===== src/rtl/coincident_arb_pkg.sv =====
// Shared types and helpers for the coincident event arbiter.
// rr_next is the round-robin search used by the picker.
package coincident_arb_pkg;

  typedef enum logic {IDLE = 1'b0, PRESENT = 1'b1} state_t;

  localparam int MAX_REQ = 16;

  function automatic int id_width(input int n);
    return (n <= 2) ? 1 : $clog2(n);
  endfunction

  // First set index strictly after ptr, wrapping modulo n; returns ptr if mask is empty.
  // Scanning from the far end lets the nearest hit overwrite the result last.
  function automatic int rr_next(input logic [MAX_REQ-1:0] mask, input int ptr, input int n);
    int r;
    int j;
    r = ptr;
    for (int k = MAX_REQ; k >= 1; k--) begin
      j = ptr + k;
      if (j >= n) j = j - n;
      if (k <= n && j < MAX_REQ && mask[j[3:0]]) r = j;
    end
    return r;
  endfunction

endpackage


===== src/rtl/coincident_event_arbiter_rr_pick.sv =====
// Combinational round-robin picker over the nonzero-counter mask.
module rr_pick
  import coincident_arb_pkg::*;
#(
  parameter int N_REQ = 2,
  parameter int ID_W  = 1
) (
  input  logic [N_REQ-1:0] mask_i,
  input  logic [ID_W-1:0]  ptr_i,
  output logic             any_o,
  output logic [ID_W-1:0]  idx_o
);

  logic [MAX_REQ-1:0] mask_w;

  always_comb begin
    mask_w = '0;
    mask_w[N_REQ-1:0] = mask_i;
  end

  assign any_o = |mask_i;
  assign idx_o = ID_W'(rr_next(mask_w, int'(ptr_i), N_REQ));

endmodule


===== src/rtl/coincident_event_arbiter.sv =====
// Counts per-source events (coincident ones included) and hands them one at a
// time to a single consumer over valid/ready, in round-robin order.
module coincident_event_arbiter
  import coincident_arb_pkg::*;
#(
  parameter int N_REQ = 2,
  parameter int CNT_W = 4,
  parameter int ID_W  = id_width(N_REQ)
) (
  input  logic             clk,
  input  logic             rst,
  input  logic [N_REQ-1:0] evt,
  output logic             out_valid,
  output logic [ID_W-1:0]  out_id,
  input  logic             out_ready,
  output logic             pending_any,
  output logic [N_REQ-1:0] overflow,
  input  logic             overflow_clr
);

  localparam logic [CNT_W-1:0] CNT_MAX = '1;

  logic [N_REQ-1:0][CNT_W-1:0] cnt_q, cnt_d;
  logic [N_REQ-1:0]            nz, ovf_set, overflow_q;
  state_t                      state_q;
  logic                        out_valid_q, pending_q;
  logic [ID_W-1:0]             out_id_q, ptr_q, pick_idx;
  logic                        pick_any, xfer, load, dec, valid_nxt, cnt_nz_d;

  always_comb begin
    for (int i = 0; i < N_REQ; i++) nz[i] = |cnt_q[i];
  end

  rr_pick #(.N_REQ(N_REQ), .ID_W(ID_W)) u_pick (
    .mask_i (nz),
    .ptr_i  (ptr_q),
    .any_o  (pick_any),
    .idx_o  (pick_idx)
  );

  assign xfer = out_valid_q & out_ready;
  // The picker only looks at registered counts, so this cycle's events wait a cycle.
  assign load = pick_any & ((state_q == IDLE) | xfer);
  assign valid_nxt = load | (out_valid_q & ~xfer);

  always_comb begin
    cnt_d    = cnt_q;
    ovf_set  = '0;
    cnt_nz_d = 1'b0;
    dec      = 1'b0;
    for (int i = 0; i < N_REQ; i++) begin
      dec = load && (pick_idx == ID_W'(i));
      if (evt[i] && !dec) begin
        if (cnt_q[i] == CNT_MAX) ovf_set[i] = 1'b1;
        else                     cnt_d[i]   = cnt_q[i] + 1'b1;
      end else if (dec && !evt[i]) begin
        cnt_d[i] = cnt_q[i] - 1'b1;
      end
      cnt_nz_d = cnt_nz_d | (|cnt_d[i]);
    end
  end

  always_ff @(posedge clk or posedge rst) begin
    if (rst) begin
      cnt_q      <= '0;
      overflow_q <= '0;
      pending_q  <= 1'b0;
    end else begin
      cnt_q      <= cnt_d;
      overflow_q <= (overflow_q & ~{N_REQ{overflow_clr}}) | ovf_set;
      pending_q  <= cnt_nz_d | valid_nxt;
    end
  end

  always_ff @(posedge clk or posedge rst) begin
    if (rst) begin
      state_q     <= IDLE;
      out_valid_q <= 1'b0;
      out_id_q    <= '0;
      ptr_q       <= ID_W'(N_REQ - 1);
    end else begin
      case (state_q)
        IDLE: begin
          if (pick_any) begin
            state_q     <= PRESENT;
            out_valid_q <= 1'b1;
            out_id_q    <= pick_idx;
            ptr_q       <= pick_idx;
          end
        end
        PRESENT: begin
          if (out_ready) begin
            if (pick_any) begin
              out_id_q <= pick_idx;
              ptr_q    <= pick_idx;
            end else begin
              out_valid_q <= 1'b0;
              state_q     <= IDLE;
            end
          end
        end
        default: state_q <= IDLE;
      endcase
    end
  end

  assign out_valid   = out_valid_q;
  assign out_id      = out_id_q;
  assign pending_any = pending_q;
  assign overflow    = overflow_q;

endmodule


===== config.mk =====
export PLATFORM = sky130hd
export DESIGN_NAME = coincident_event_arbiter
export DESIGN_NICKNAME = d
export VERILOG_FILES = /design/src/rtl/coincident_arb_pkg.sv /design/src/rtl/coincident_event_arbiter_rr_pick.sv /design/src/rtl/coincident_event_arbiter.sv
export SDC_FILE = /design/constraint.sdc
export NUM_CORES = 1
export LEC_CHECK = 0
export BUFFER_PORTS_ARGS = -buffer_cell sky130_fd_sc_hd__buf_4
export CAP_MARGIN = 20
export CORE_MARGIN = 2
export CORE_UTILIZATION = 45
export DETAILED_ROUTE_END_ITERATION = 10
export GPL_ROUTABILITY_DRIVEN = 1
export PLACE_DENSITY = 0.63
export SYNTH_ARGS = -nofsm -noshare
export SYNTH_HDL_FRONTEND = slang
export SYNTH_SLANG_ARGS = --single-unit

===== constraint.sdc =====
create_clock -name clk -period 2.38 [get_ports clk]
set_input_delay 0.119 -clock clk [delete_from_list [all_inputs] [get_ports clk]]
set_output_delay 0.119 -clock clk [all_outputs]
set_load 0.02 [all_outputs]

* Yosys cells after proc, flatten, opt, wreduce, memory -nomap -nowiden
Index checks and enable logic that the tools add are counted.
** Word-level totals
- Register bits after elaboration :: 15
- Bits of input ports :: 6
- Output and inout port bits :: 5
- Word-level logic and storage cells :: 89
** Operators by class
- Add/sub/neg operators :: 8
- Order comparisons :: 6
- Equal/unequal tests :: 5
- Multiplexer cells :: 31
- Bitwise logic cells :: 13
- Reductions and logical operators :: 18
** Operators by type and width (number)
- 32-bit by 3-bit >= comparator with 1-bit output (second input constant) :: 2
- 32-bit by 6-bit < comparator with 1-bit output (second input constant) :: 2
- 32-bit 2-to-1 mux :: 2
- 32-bit by 3-bit subtractor with 32-bit output (second input constant) :: 2
- 4-bit 2-to-1 mux :: 6
- 1-bit 2-to-1 mux :: 17
- 4-bit OR reduction :: 4
- 4-bit by 5-bit < comparator with 1-bit output (second input constant) :: 2
- 4-bit by 1-bit adder with 4-bit output (second input constant) :: 2
- 1-bit binary-select mux with 4-bit select :: 2
- 4-bit == test (second input constant) :: 2
- 1-bit logical AND :: 8
- 1-bit one-hot mux with 2 select lines :: 4
- 8-bit OR reduction :: 1
- 4-bit by 1-bit subtractor with 4-bit output (second input constant) :: 2
- 2-bit inequality test (second input constant) :: 3
- 1-bit logical NOT :: 4
- 1-bit bitwise OR :: 4
- 1-bit by 2-bit adder with 3-bit output (second input constant) :: 1
- 1-bit AND :: 3
- 1-bit inverter :: 3
- 3-bit AND reduction :: 1
- 1-bit by 1-bit adder with 2-bit output (second input constant) :: 1
- 2-bit AND :: 1
- 2 further kinds :: 2

* Logic depth before layout (Yosys ltp)
Gate-level depths: netlist of the first run.
- Depth in word-level cells :: 16
- Depth in mapped cells :: 9
- Mapped depth without buffers :: 8

* Cells and area by module
Synthesis of the first run repeated with hierarchy kept, for this count alone.
** Unflattened totals
- Cells, all modules :: 113
- Area, all modules :: 1062.3 um2
** Modules (own cells, without submodules)
- coincident_event_arbiter :: instances 1, cells each 110, area each 1042.2 um2, sequential area each 376.6 um2
- rr_pick :: instances 1, cells each 3, area each 20.0 um2, sequential area each 0.0 um2

* Worst setup path before layout of the first run
No wires, ideal clock.
- Kind :: register to register
- From :: register cnt_q[1] in the netlist's numbering
- To :: register pending_q (netlist: pending_any)
- Setup time :: 0.139 ns
- Arrival :: 2.290 ns
- Required time :: 2.241 ns
- Path slack :: -0.049 ns
- Stages on the path, launching flop included :: 10
- Path buffers :: 1
- Period minus slack after synthesis :: 2.429 ns
- Path through :: dfrtp_1 inv_1 ha_1 or3b_1 buf_6 a211o_4 nor2b_1 a211oi_2 o2111ai_1 or4_1
** Between the ends
- Longest elaborated chain between the ends :: 14
- Elaborated cells on any way between the ends :: 33
- Classes of those cells :: add/sub: 2; eq/ne: 1; mux: 11; bitwise: 5; reduce/logical: 14
** Ends and longest elaborated chain
- start: declaration :: RTL line coincident_event_arbiter.sv:23 : logic [N_REQ-1:0][CNT_W-1:0] cnt_q, cnt_d;
- start signal: assignment :: RTL line coincident_event_arbiter.sv:69 : cnt_q <= cnt_d;
- 4-bit OR reduction :: RTL line coincident_event_arbiter.sv:31 : for (int i = 0; i < N_REQ; i++) nz[i] = |cnt_q[i];
- 1-bit binary-select mux with 4-bit select :: RTL line coincident_arb_pkg.sv:22 : if (k <= n && j < MAX_REQ && mask[j[3:0]]) r = j;
- 1-bit 2-to-1 mux (not written as such) :: RTL line coincident_arb_pkg.sv:22
- 1-bit logical AND :: RTL line coincident_arb_pkg.sv:22
- 1-bit 2-to-1 mux (2 in a row) :: RTL line coincident_arb_pkg.sv:22
- 1-bit inverter :: RTL line coincident_event_arbiter.sv:52 : dec = load && (pick_idx == ID_W'(i));
- 1-bit logical AND :: RTL line coincident_event_arbiter.sv:52
- 1-bit logical AND / 1-bit logical NOT (equally long branches) :: RTL line coincident_event_arbiter.sv:56, coincident_event_arbiter.sv:53
- 4-bit 2-to-1 mux / 1-bit logical AND (equally long branches) :: RTL line coincident_event_arbiter.sv:56, coincident_event_arbiter.sv:53
- 4-bit 2-to-1 mux :: RTL line coincident_event_arbiter.sv:53 : if (evt[i] && !dec) begin
- 4-bit OR reduction :: RTL line coincident_event_arbiter.sv:59 : cnt_nz_d = cnt_nz_d | (|cnt_d[i]);
- 1-bit bitwise OR :: RTL line coincident_event_arbiter.sv:59
- 1-bit bitwise OR (*) :: RTL line coincident_event_arbiter.sv:71 : pending_q <= cnt_nz_d | valid_nxt;
- end signal: assignment :: RTL line coincident_event_arbiter.sv:71
- end: declaration :: RTL line coincident_event_arbiter.sv:26 : logic out_valid_q, pending_q;
Every way passes the cells marked *; elsewhere a longest branch is shown, timed or not. The select of a mux whose other input is x is not followed.
A chain may end at the register's enable or synchronous reset.

* Final worst setup path of the first run
- From :: register cnt_q[0] in the netlist's numbering
- To :: register pending_q (netlist: pending_any)
The elaborated chain is that of the path after synthesis.

==> impl_metrics.tcl, run 1 <==
set metrics [dict create \
    cts.sink_count 15 \
    drtIter0Drc 20 \
    cp-start-kind "register" \
    r2r_start "cnt_q[0]" \
    period_needed_ns 2.39 \
    power_density_nw_per_um2 1090 \
    grt_max_degree 16 \
    antenna_found_initial 0 \
    synth_mux_area_frac 0.0392 \
    regToRegEndpoint "pending_any" \
    crit_end "pending_any" \
    clk_transition_reported_paths_ns 0.09 \
    grt_usage 0.203 \
    path_class "register to register" \
    synth_seq_cells 15 \
    num_antenna_cells 0 \
    final_common_cell "buf_4" \
    die_w_um 51.6 \
    netlist_area_sq_um 1020 \
    worst_slack_ns -0.0148 \
    hpwlAfterDp_um 1710 \
    dieArea_sq_um 2670 \
    violations "setup timing" \
    synth_top_family_by_area "simple AND/OR/NAND/NOR gates" \
    ant_nets 0 \
    timing.fmax_mhz 418 \
    critPathLaunch "cnt_q[0]" \
    rsz0062_at_grt "yes" \
    synth_adder_area_share 0.0613 \
    cts_tree "done" \
    dpl_cell_area_sq_um 1240 \
    worst_pin_slew_ns 0.593 \
    port_buffers 10 \
    relSlewSlack 0.604 \
    num_vias 964 \
    core_sq_um 2170 \
    avgSynthCellArea_sq_um 9.20 \
    holdWs_ns 0.0204 \
    area_delta_synth_final_pct 34.3 \
    status "complete, but fails checks" \
    routed_wl_um 2340 \
    synthCells 111 \
    gr-total-overflow 0 \
    period_share 1.01 \
    leakagePower_uw 0.000653 \
    dieHeight_um 51.6 \
    yosys_warnings 0 \
    drcViolationCount 0 \
    p_total_uw 1500 \
    design_area_sq_um 1370 \
    hp-class "input pin to register" \
    cts_made_buffers 3 \
    gp_congestion 0.817 \
    synth_fp_nets 122 \
    tns_ns -0.0148 \
    preCtsSetupSlack_ns -0.0984 \
    skew_ns 0.00117 \
    synth_top_area_cell "dfrtp_1" \
    synth_simple_gate_area_frac 0.224 \
    synth.top_cells.by_area "dfrtp_1 (34%), ha_1 (6.1%), nand2_1 (4.8%)" \
    rows 17 \
    crit_path_max_fanout 4 \
    finalHoldViolCount 0 \
    wl_per_cell_um 13.2 \
    fill_cells 198 \
    setup_viol 1 \
    cp-end-kind "register" \
    rr_worst_depth 8 \
    seq_area_frac_synth 0.369 \
    final_cell_mix "buf_4 (36), dfrtp_1 (14), nand2_1 (13)" \
    clk_path_buf_depth 2 \
    crit_required_ns 2.55 \
    maxCapViolCount 0 \
    vdd_drop_max_mv 0.607 \
    synth_top_area_frac 0.343 \
    rrSetupSlack_ns -0.01 \
    crit_arrival_ns 2.56 \
    ys.flop_type "dfrtp_1" \
    initial_core_util 0.471 \
    drive_gt1_frac 0.340 \
    grt_pass1_wl_um 4080 \
    io_pins 11 \
    synth_xor_area_frac 0.0343 \
    synth_edf_count 0 \
    synth_compound_area_frac 0.217 \
    async_reset_ff_frac 1.00 \
    grt_pass1_vias 971 \
    htreeDepth 1 \
    dr.pass1.iters 4 \
    slew_violations 0 \
    vias_per_cell 5.42 \
    clkLatencyLatePin_ns 0.29 \
    root_buffer "clkbuf_4" \
    nets 162 \
    netlist-cell-type-count 39 \
]
[cell usage after synthesis (all sizes together) (3+ instances only)]
master   n
dfrtp   14
nand2   13
inv     11
nor2     9
o21ai    6
ha       5
a21oi    4
mux2i    4
nand3    4
xnor2    4
a211oi   3
nor3b    3
[area by class of cell]
| cell class | count | area [sq um] | area share |
|---|---|---|---|
| Clock buffer | 4 | 26.3 | 0.0192 |
| Inverter | 11 | 41.3 | 0.0301 |
| Multi-Input combinational cell | 83 | 612 | 0.446 |
| Sequential cell | 15 | 377 | 0.275 |
| Tap cell | 28 | 35.0 | 0.0255 |
| Timing Repair Buffer | 37 | 280 | 0.204 |
[sequential cells by signal (all words and copies together), names as in the netlist]
| register | cells |
|---|---|
| cnt_q | 8 |
| out_id | 1 |
| out_valid | 1 |
| overflow | 2 |
| pending_any | 1 |
| ptr_q | 1 |
| state_q | 1 |
[per-stage QoR]
stage | std cells | utilization
6_report | 178 | 0.632
5_1_grt | 178 | 0.632
3_3_place_gp | 164 | 0.573
3_5_place_dp | 164 | 0.573
2_1_floorplan | 111 | -
4_1_cts | 176 | 0.615
[worst max-delay path: stages, from the launching register on]
cell and delay [ns]:
dfrtp_1 0.39, inv_1 0.06, ha_1 0.14, or3b_4 0.42
a211o_4 0.38, nor2b_1 0.15, a211oi_2 0.18, o2111ai_1 0.14
or4_1 0.40
[how the worst min path moves through the flow]
| stage | from | to | depth (start not counted) |
|---|---|---|---|
| 2_1_floorplan | rst | cnt_q[0] | 1 |
| 3_3_place_gp | rst | cnt_q[3] | 2 |
| 3_5_place_dp | rst | cnt_q[3] | 2 |
| 4_1_cts | overflow_clr | overflow[0] | 2 |
| 5_1_grt | overflow_clr | overflow[1] | 2 |
| 6_report | overflow_clr | overflow[0] | 2 |
[repair_timing]
| action | 4_1_cts | 5_1_grt |
|---|---|---|
| resized for setup | 2 | 5 |
| pin swaps | 4 | 3 |
| buffers inserted | 7 | 2 |
| endpoints found under the setup margin | 1 | 2 |
| hold buffers | 1 | 0 |
| hold endpoints to repair | 14 | 0 |
[per-layer routing]
layer | wire [um] | vias to the layer above | global-route usage
met5 | 0 | - | 0
met4 | 17 | 0 | 0.0702
met3 | 72 | 2 | 0.0374
met2 | 1200 | 18 | 0.338
met1 | 1050 | 467 | 0.264
li1 | - | 477 | -
[power breakdown]
| group | total, uW | leakage, uW | switching, uW | internal (uW) |
|---|---|---|---|---|
| registers | 445 | 0.000171 | 80.9 | 364 |
| logic | 903 | 0.000467 | 456 | 447 |
| clock network | 152 | 0.0000150 | 87.0 | 65.2 |
[kinds of logic after synthesis]
family,count (synthesis)
AO/OA/AOI/OAI,27
XOR/XNOR,4
adder cells (fa/ha/maj),5
buffers and inverters,13
flip-flops,15
multiplexers,4
AND/OR/NAND/NOR,43
Note: power is estimated with default switching activity, not from simulation.
==> run 2, diff against run 1 <==
--- a/config.mk
+++ b/config.mk
@@ -11,6 +11,7 @@
 export CORE_UTILIZATION = 45
 export DETAILED_ROUTE_END_ITERATION = 10
 export GPL_ROUTABILITY_DRIVEN = 1
+export MAX_ROUTING_LAYER = met4
 export PLACE_DENSITY = 0.63
 export SYNTH_ARGS = -nofsm -noshare
 export SYNTH_HDL_FRONTEND = slang
==> run 2 against run 1 <==
Net effect: the run still ends with setup timing left; clock skew rose by 0.0013 ns; worst setup slack improved by 0.0011 ns; critical path depth did not move; clock power barely moved; combinational power barely moved; via count fell by 0.31%; sequential share of layout area did not move; global-route usage rose by 0.53 points; hold slack barely moved; final cell count did not move.
==> impl_metrics.tcl, run 2 (synthesized netlist as in run 1, its figures left out) <==
set metrics [dict create \
    htreeDepth 1 \
    worst_pin_slew_ns 0.592 \
    grt_pass1_vias 971 \
    skew_ns 0.00246 \
    rrSetupSlack_ns -0.01 \
    slew_violations 0 \
    root_buffer "clkbuf_4" \
    cts_tree "done" \
    area_delta_synth_final_pct 34.3 \
    clk_transition_reported_paths_ns 0.09 \
    final_common_cell "buf_4" \
    drtIter0Drc 22 \
    setup_viol 1 \
    violations "setup timing" \
    path_class "register to register" \
    dr.pass1.iters 4 \
    period_share 1.01 \
    hp-class "input pin to register" \
    critPathLaunch "cnt_q[1]" \
    cp-start-kind "register" \
    status "complete, but fails checks" \
    worstHoldStart "overflow_clr" \
    grt_usage 0.208 \
    gr-total-overflow 0 \
    r2r_start "cnt_q[1]" \
    path_buf_inv 2 \
    vdd_drop_max_mv 0.604 \
    cts.sink_count 15 \
    finalHoldViolCount 0 \
    top_register "cnt_q" \
    core_sq_um 2170 \
    crit_arrival_ns 2.56 \
    period_needed_ns 2.39 \
    path_delay_family "simple AND/OR/NAND/NOR gates" \
    rows 17 \
    worstPathCellList "inv_2 -> ha_1 -> or3b_4 -> a211o_4 -> buf_4 -> o311ai_0 -> o21ai_1 -> or4_1" \
    crit_path_max_fanout 4 \
    drive_gt1_frac 0.340 \
    routed_wl_um 2330 \
    drcViolationCount 0 \
    final_cell_mix "buf_4 (36), dfrtp_1 (14), nand2_1 (13)" \
    num_antenna_cells 0 \
    clkLatencyLatePin_ns 0.29 \
    cp_slowest_cell "or4_1" \
    wl_per_cell_um 13.1 \
    tns_ns -0.0137 \
    clk_path_buf_depth 2 \
    fill_cells 198 \
    vias_per_cell 5.40 \
    antenna_found_initial 0 \
    timing.fmax_mhz 418 \
    power_density_nw_per_um2 1090 \
    crit_required_ns 2.55 \
    p_total_uw 1500 \
    hpwlAfterDp_um 1710 \
    rsz0062_at_grt "yes" \
    cp-end-kind "register" \
    leakagePower_uw 0.000653 \
    ant_nets 0 \
    gp_congestion 0.829 \
    cp_slowest_stage_delay_ns 0.52 \
    nets 162 \
    seq_area_sq_um 377 \
    dieArea_sq_um 2670 \
    maxCapViolCount 0 \
    multi_input_area_sq_um 612 \
    relSlewSlack 0.605 \
    dieHeight_um 51.6 \
    io_pins 11 \
    cts_made_buffers 3 \
    num_vias 961 \
    port_buffers 10 \
    preCtsSetupSlack_ns -0.0984 \
    die_w_um 51.6 \
    grt_pass1_wl_um 4080 \
    grt_max_degree 16 \
    largest_reg_flops 8 \
    worst_slack_ns -0.0137 \
    initial_core_util 0.471 \
]
-- run 2: cell counts in the layout (fill, tap and decap cells not counted) --
No cell type changed its count.
-- run 2: layout make-up --
class,instances,share of cell area
clock buffer,4,0.0192
inverter,11,0.0301
multi-input combinational,83,0.446
sequential,15,0.275
tap,28,0.0255
timing repair buffer,37,0.204
-- run 2: per-stage QoR --
step,instance area (sq um),util,hold WS (ns),instances
floorplan,1020,-,0.0198,111
global placement,1240,0.573,0.225,164
detailed placement,1240,0.573,0.227,164
CTS,1340,0.615,0.0161,176
global route,1370,0.632,0.0304,178
finish,1370,0.632,0.0209,178
-- run 2: worst paths after layout --
kind                                    end  cells after the start
worst max-delay path            pending_any                      8
max in group asynchronous          cnt_q[0]                      3
min in group asynchronous       pending_any                      3
worst min register to register       out_id                      2
worst min-delay path            overflow[0]                      2
worst max register to register  pending_any                      8
-- run 2: worst reg2reg max path, stage by stage, from the launching register on --
cell and delay (ns):
dfrtp_1 0.40, inv_2 0.06, ha_1 0.13, or3b_4 0.42
a211o_4 0.38, buf_4 0.14, o311ai_0 0.07, o21ai_1 0.14
or4_1 0.52
-- run 2: report_power, final --
part | switching (uW) | internal (uW)
clock | 87.2 | 65.2
sequential | 80.8 | 364
combinational | 455 | 447
-- run 2: what timing repair did --
action,4_1_cts,5_1_grt
hold buffers,1,0
setup buffers,7,2
endpoints found under the setup margin,1,2
gates resized for setup,2,5
hold endpoints to repair,14,0
pin swaps,4,3
-- run 2: metal layers --
metal  up-vias  GRT usage  wire length (um)
li1        478          -                 -
met1       460      0.264              1050
met2        19      0.338              1170
met3         4     0.0374                74
met4         0     0.0702                26
met5         -          -                 0
==> run 3, diff against run 2 <==
--- a/config.mk
+++ b/config.mk
@@ -8,11 +8,11 @@
 export BUFFER_PORTS_ARGS = -buffer_cell sky130_fd_sc_hd__buf_4
 export CAP_MARGIN = 20
 export CORE_MARGIN = 2
-export CORE_UTILIZATION = 45
+export CORE_UTILIZATION = 51
 export DETAILED_ROUTE_END_ITERATION = 10
 export GPL_ROUTABILITY_DRIVEN = 1
 export MAX_ROUTING_LAYER = met4
-export PLACE_DENSITY = 0.63
+export PLACE_DENSITY = 0.71
 export SYNTH_ARGS = -nofsm -noshare
 export SYNTH_HDL_FRONTEND = slang
 export SYNTH_SLANG_ARGS = --single-unit
==> constraint.sdc (replaced) <==
create_clock -name clk -period 2.38 [get_ports clk]
set_input_delay 0.119 -clock clk [delete_from_list [all_inputs] [get_ports clk]]
set_output_delay 0.119 -clock clk [all_outputs]
set_load 0.01 [all_outputs]
==> run 3 against run 2 <==
Net effect: the flow now finishes without violations; utilization up 7.6 points; total power down 2.3%; sequential power up 6.3%; combinational power down 6.0%; highest routed layer unchanged.
==> impl_metrics.tcl, run 3 (synthesized netlist as in run 1, its figures left out) <==
set metrics [dict create \
    dieHeight_um 48.7 \
    final_cell_mix "buf_4 (28), dfrtp_1 (14), nand2_1 (13)" \
    dpl_cell_area_sq_um 1240 \
    ant_nets 0 \
    wl_met3_um 29 \
    gp_congestion 0.880 \
    nets 156 \
    worst_slack_ns 0.0342 \
    dr_wl_met2_um 1190 \
    wl_per_cell_um 13.0 \
    path_class "register to register" \
    crit_required_ns 2.53 \
    top_layer "met4" \
    htreeDepth 1 \
    fill_cells 158 \
    power_density_nw_per_um2 1080 \
    drive_gt1_frac 0.340 \
    clk_path_buf_depth 2 \
    die_w_um 48.7 \
    drtIter0Drc 16 \
    hp-class "input pin to register" \
    grt_usage 0.213 \
    initial_core_util 0.531 \
    grt_max_degree 16 \
    antenna_found_initial 0 \
    root_buffer "clkbuf_4" \
    multi_input_area_sq_um 641 \
    dieArea_sq_um 2380 \
    cts_made_buffers 3 \
    hpwlAfterDp_um 1700 \
    cp-end-kind "register" \
    seq_area_sq_um 377 \
    finalHoldViolCount 0 \
    period_share 0.986 \
    worst_pin_slew_ns 0.578 \
    setup_viol 0 \
    clk_transition_reported_paths_ns 0.09 \
    drcViolationCount 0 \
    maxCapViolCount 0 \
    grt_pass1_vias 947 \
    cts.sink_count 15 \
    vdd_drop_max_mv 0.702 \
    largest_reg_flops 8 \
    finalNonFillerCells 171 \
    slew_violations 0 \
    skew_ns 0.000400 \
    design_area_sq_um 1360 \
    top_register "cnt_q" \
    core_sq_um 1920 \
    crit_path_max_fanout 4 \
    leakagePower_uw 0.000627 \
    cts_tree "done" \
    dp_cells 163 \
    post-route-util 0.708 \
    crit_arrival_ns 2.50 \
    gr-total-overflow 0 \
    relSlewSlack 0.614 \
    io_pins 11 \
    period_needed_ns 2.35 \
    final_common_cell "buf_4" \
    met1Wirelength_um 985 \
    dr.pass1.iters 4 \
    rsz0062_at_grt "yes" \
    num_antenna_cells 0 \
    status "completed" \
    area_delta_synth_final_pct 33.3 \
    port_buffers 10 \
    vias_per_cell 5.37 \
    rows 16 \
    routed_wl_um 2220 \
    timing.fmax_mhz 426 \
    num_vias 919 \
    grt_pass1_wl_um 3910 \
    cp-start-kind "register" \
    clkLatencyLatePin_ns 0.27 \
    p_total_uw 1460 \
    preCtsSetupSlack_ns -0.0520 \
]
run 3: cell count changes in the layout (fill, tap and decap cells not counted), sizes merged:
cell and change:
buf -6
run 3: cell type report:
type,count,share of cell area
Clock buffer,4,0.0193
Inverter,11,0.0303
Multi-Input combinational cell,83,0.471
Sequential cell,15,0.277
Tap cell,27,0.0248
Timing Repair Buffer,31,0.178
run 3: path summary, 6_finish.rpt:
| path | from | endpoint | slack [ns] | depth (start not counted) |
|---|---|---|---|---|
| hold reg to reg | out_id | out_id | 0.52 | 2 |
| min in group asynchronous | rst | pending_any | 0.46 | 3 |
| setup / recovery | cnt_q[1] | pending_any | 0.03 | 8 |
| setup reg to reg | cnt_q[1] | pending_any | 0.03 | 8 |
| hold / removal | overflow_clr | overflow[0] | 0.04 | 2 |
| max in group asynchronous | rst | ptr_q | 1.55 | 3 |
run 3: stage by stage:
stage               setup TNS, ns  hold WS, ns
global placement          -0.0413        0.215
global route              -0.0521       0.0431
floorplan                       0       0.0198
finish                          0       0.0353
detailed placement        -0.0520        0.218
CTS                       -0.0159       0.0394
run 3: critical path: stages, from the launching register on:
cell and delay [ns]:
dfrtp_1 0.40, inv_2 0.08, ha_4 0.12, or3b_4 0.42
a211o_4 0.35, nor2b_1 0.15, a211oi_2 0.19, o2111ai_1 0.12
or4_1 0.40
run 3: power by group:
group          leakage, uW  internal (uW)  switching, uW
Combinational     0.000441            431            417
Clock            0.0000150           64.9           77.7
Sequential        0.000171            364            110
run 3: routing by layer:
| layer | vias up | track usage |
|---|---|---|
| met5 | - | - |
| met1 | 445 | 0.246 |
| li1 | 463 | - |
| met4 | 0 | 0.0286 |
| met2 | 9 | 0.400 |
| met3 | 2 | 0.0278 |
run 3: repair_timing:
item                                    4_1_cts  5_1_grt
cloned                                        0        0
setup buffers                                 2        1
pin swaps                                     1        2
hold buffers                                  1        0
gates resized for setup                       3       12
hold endpoints to repair                     14        0
endpoints found under the setup margin        1        1
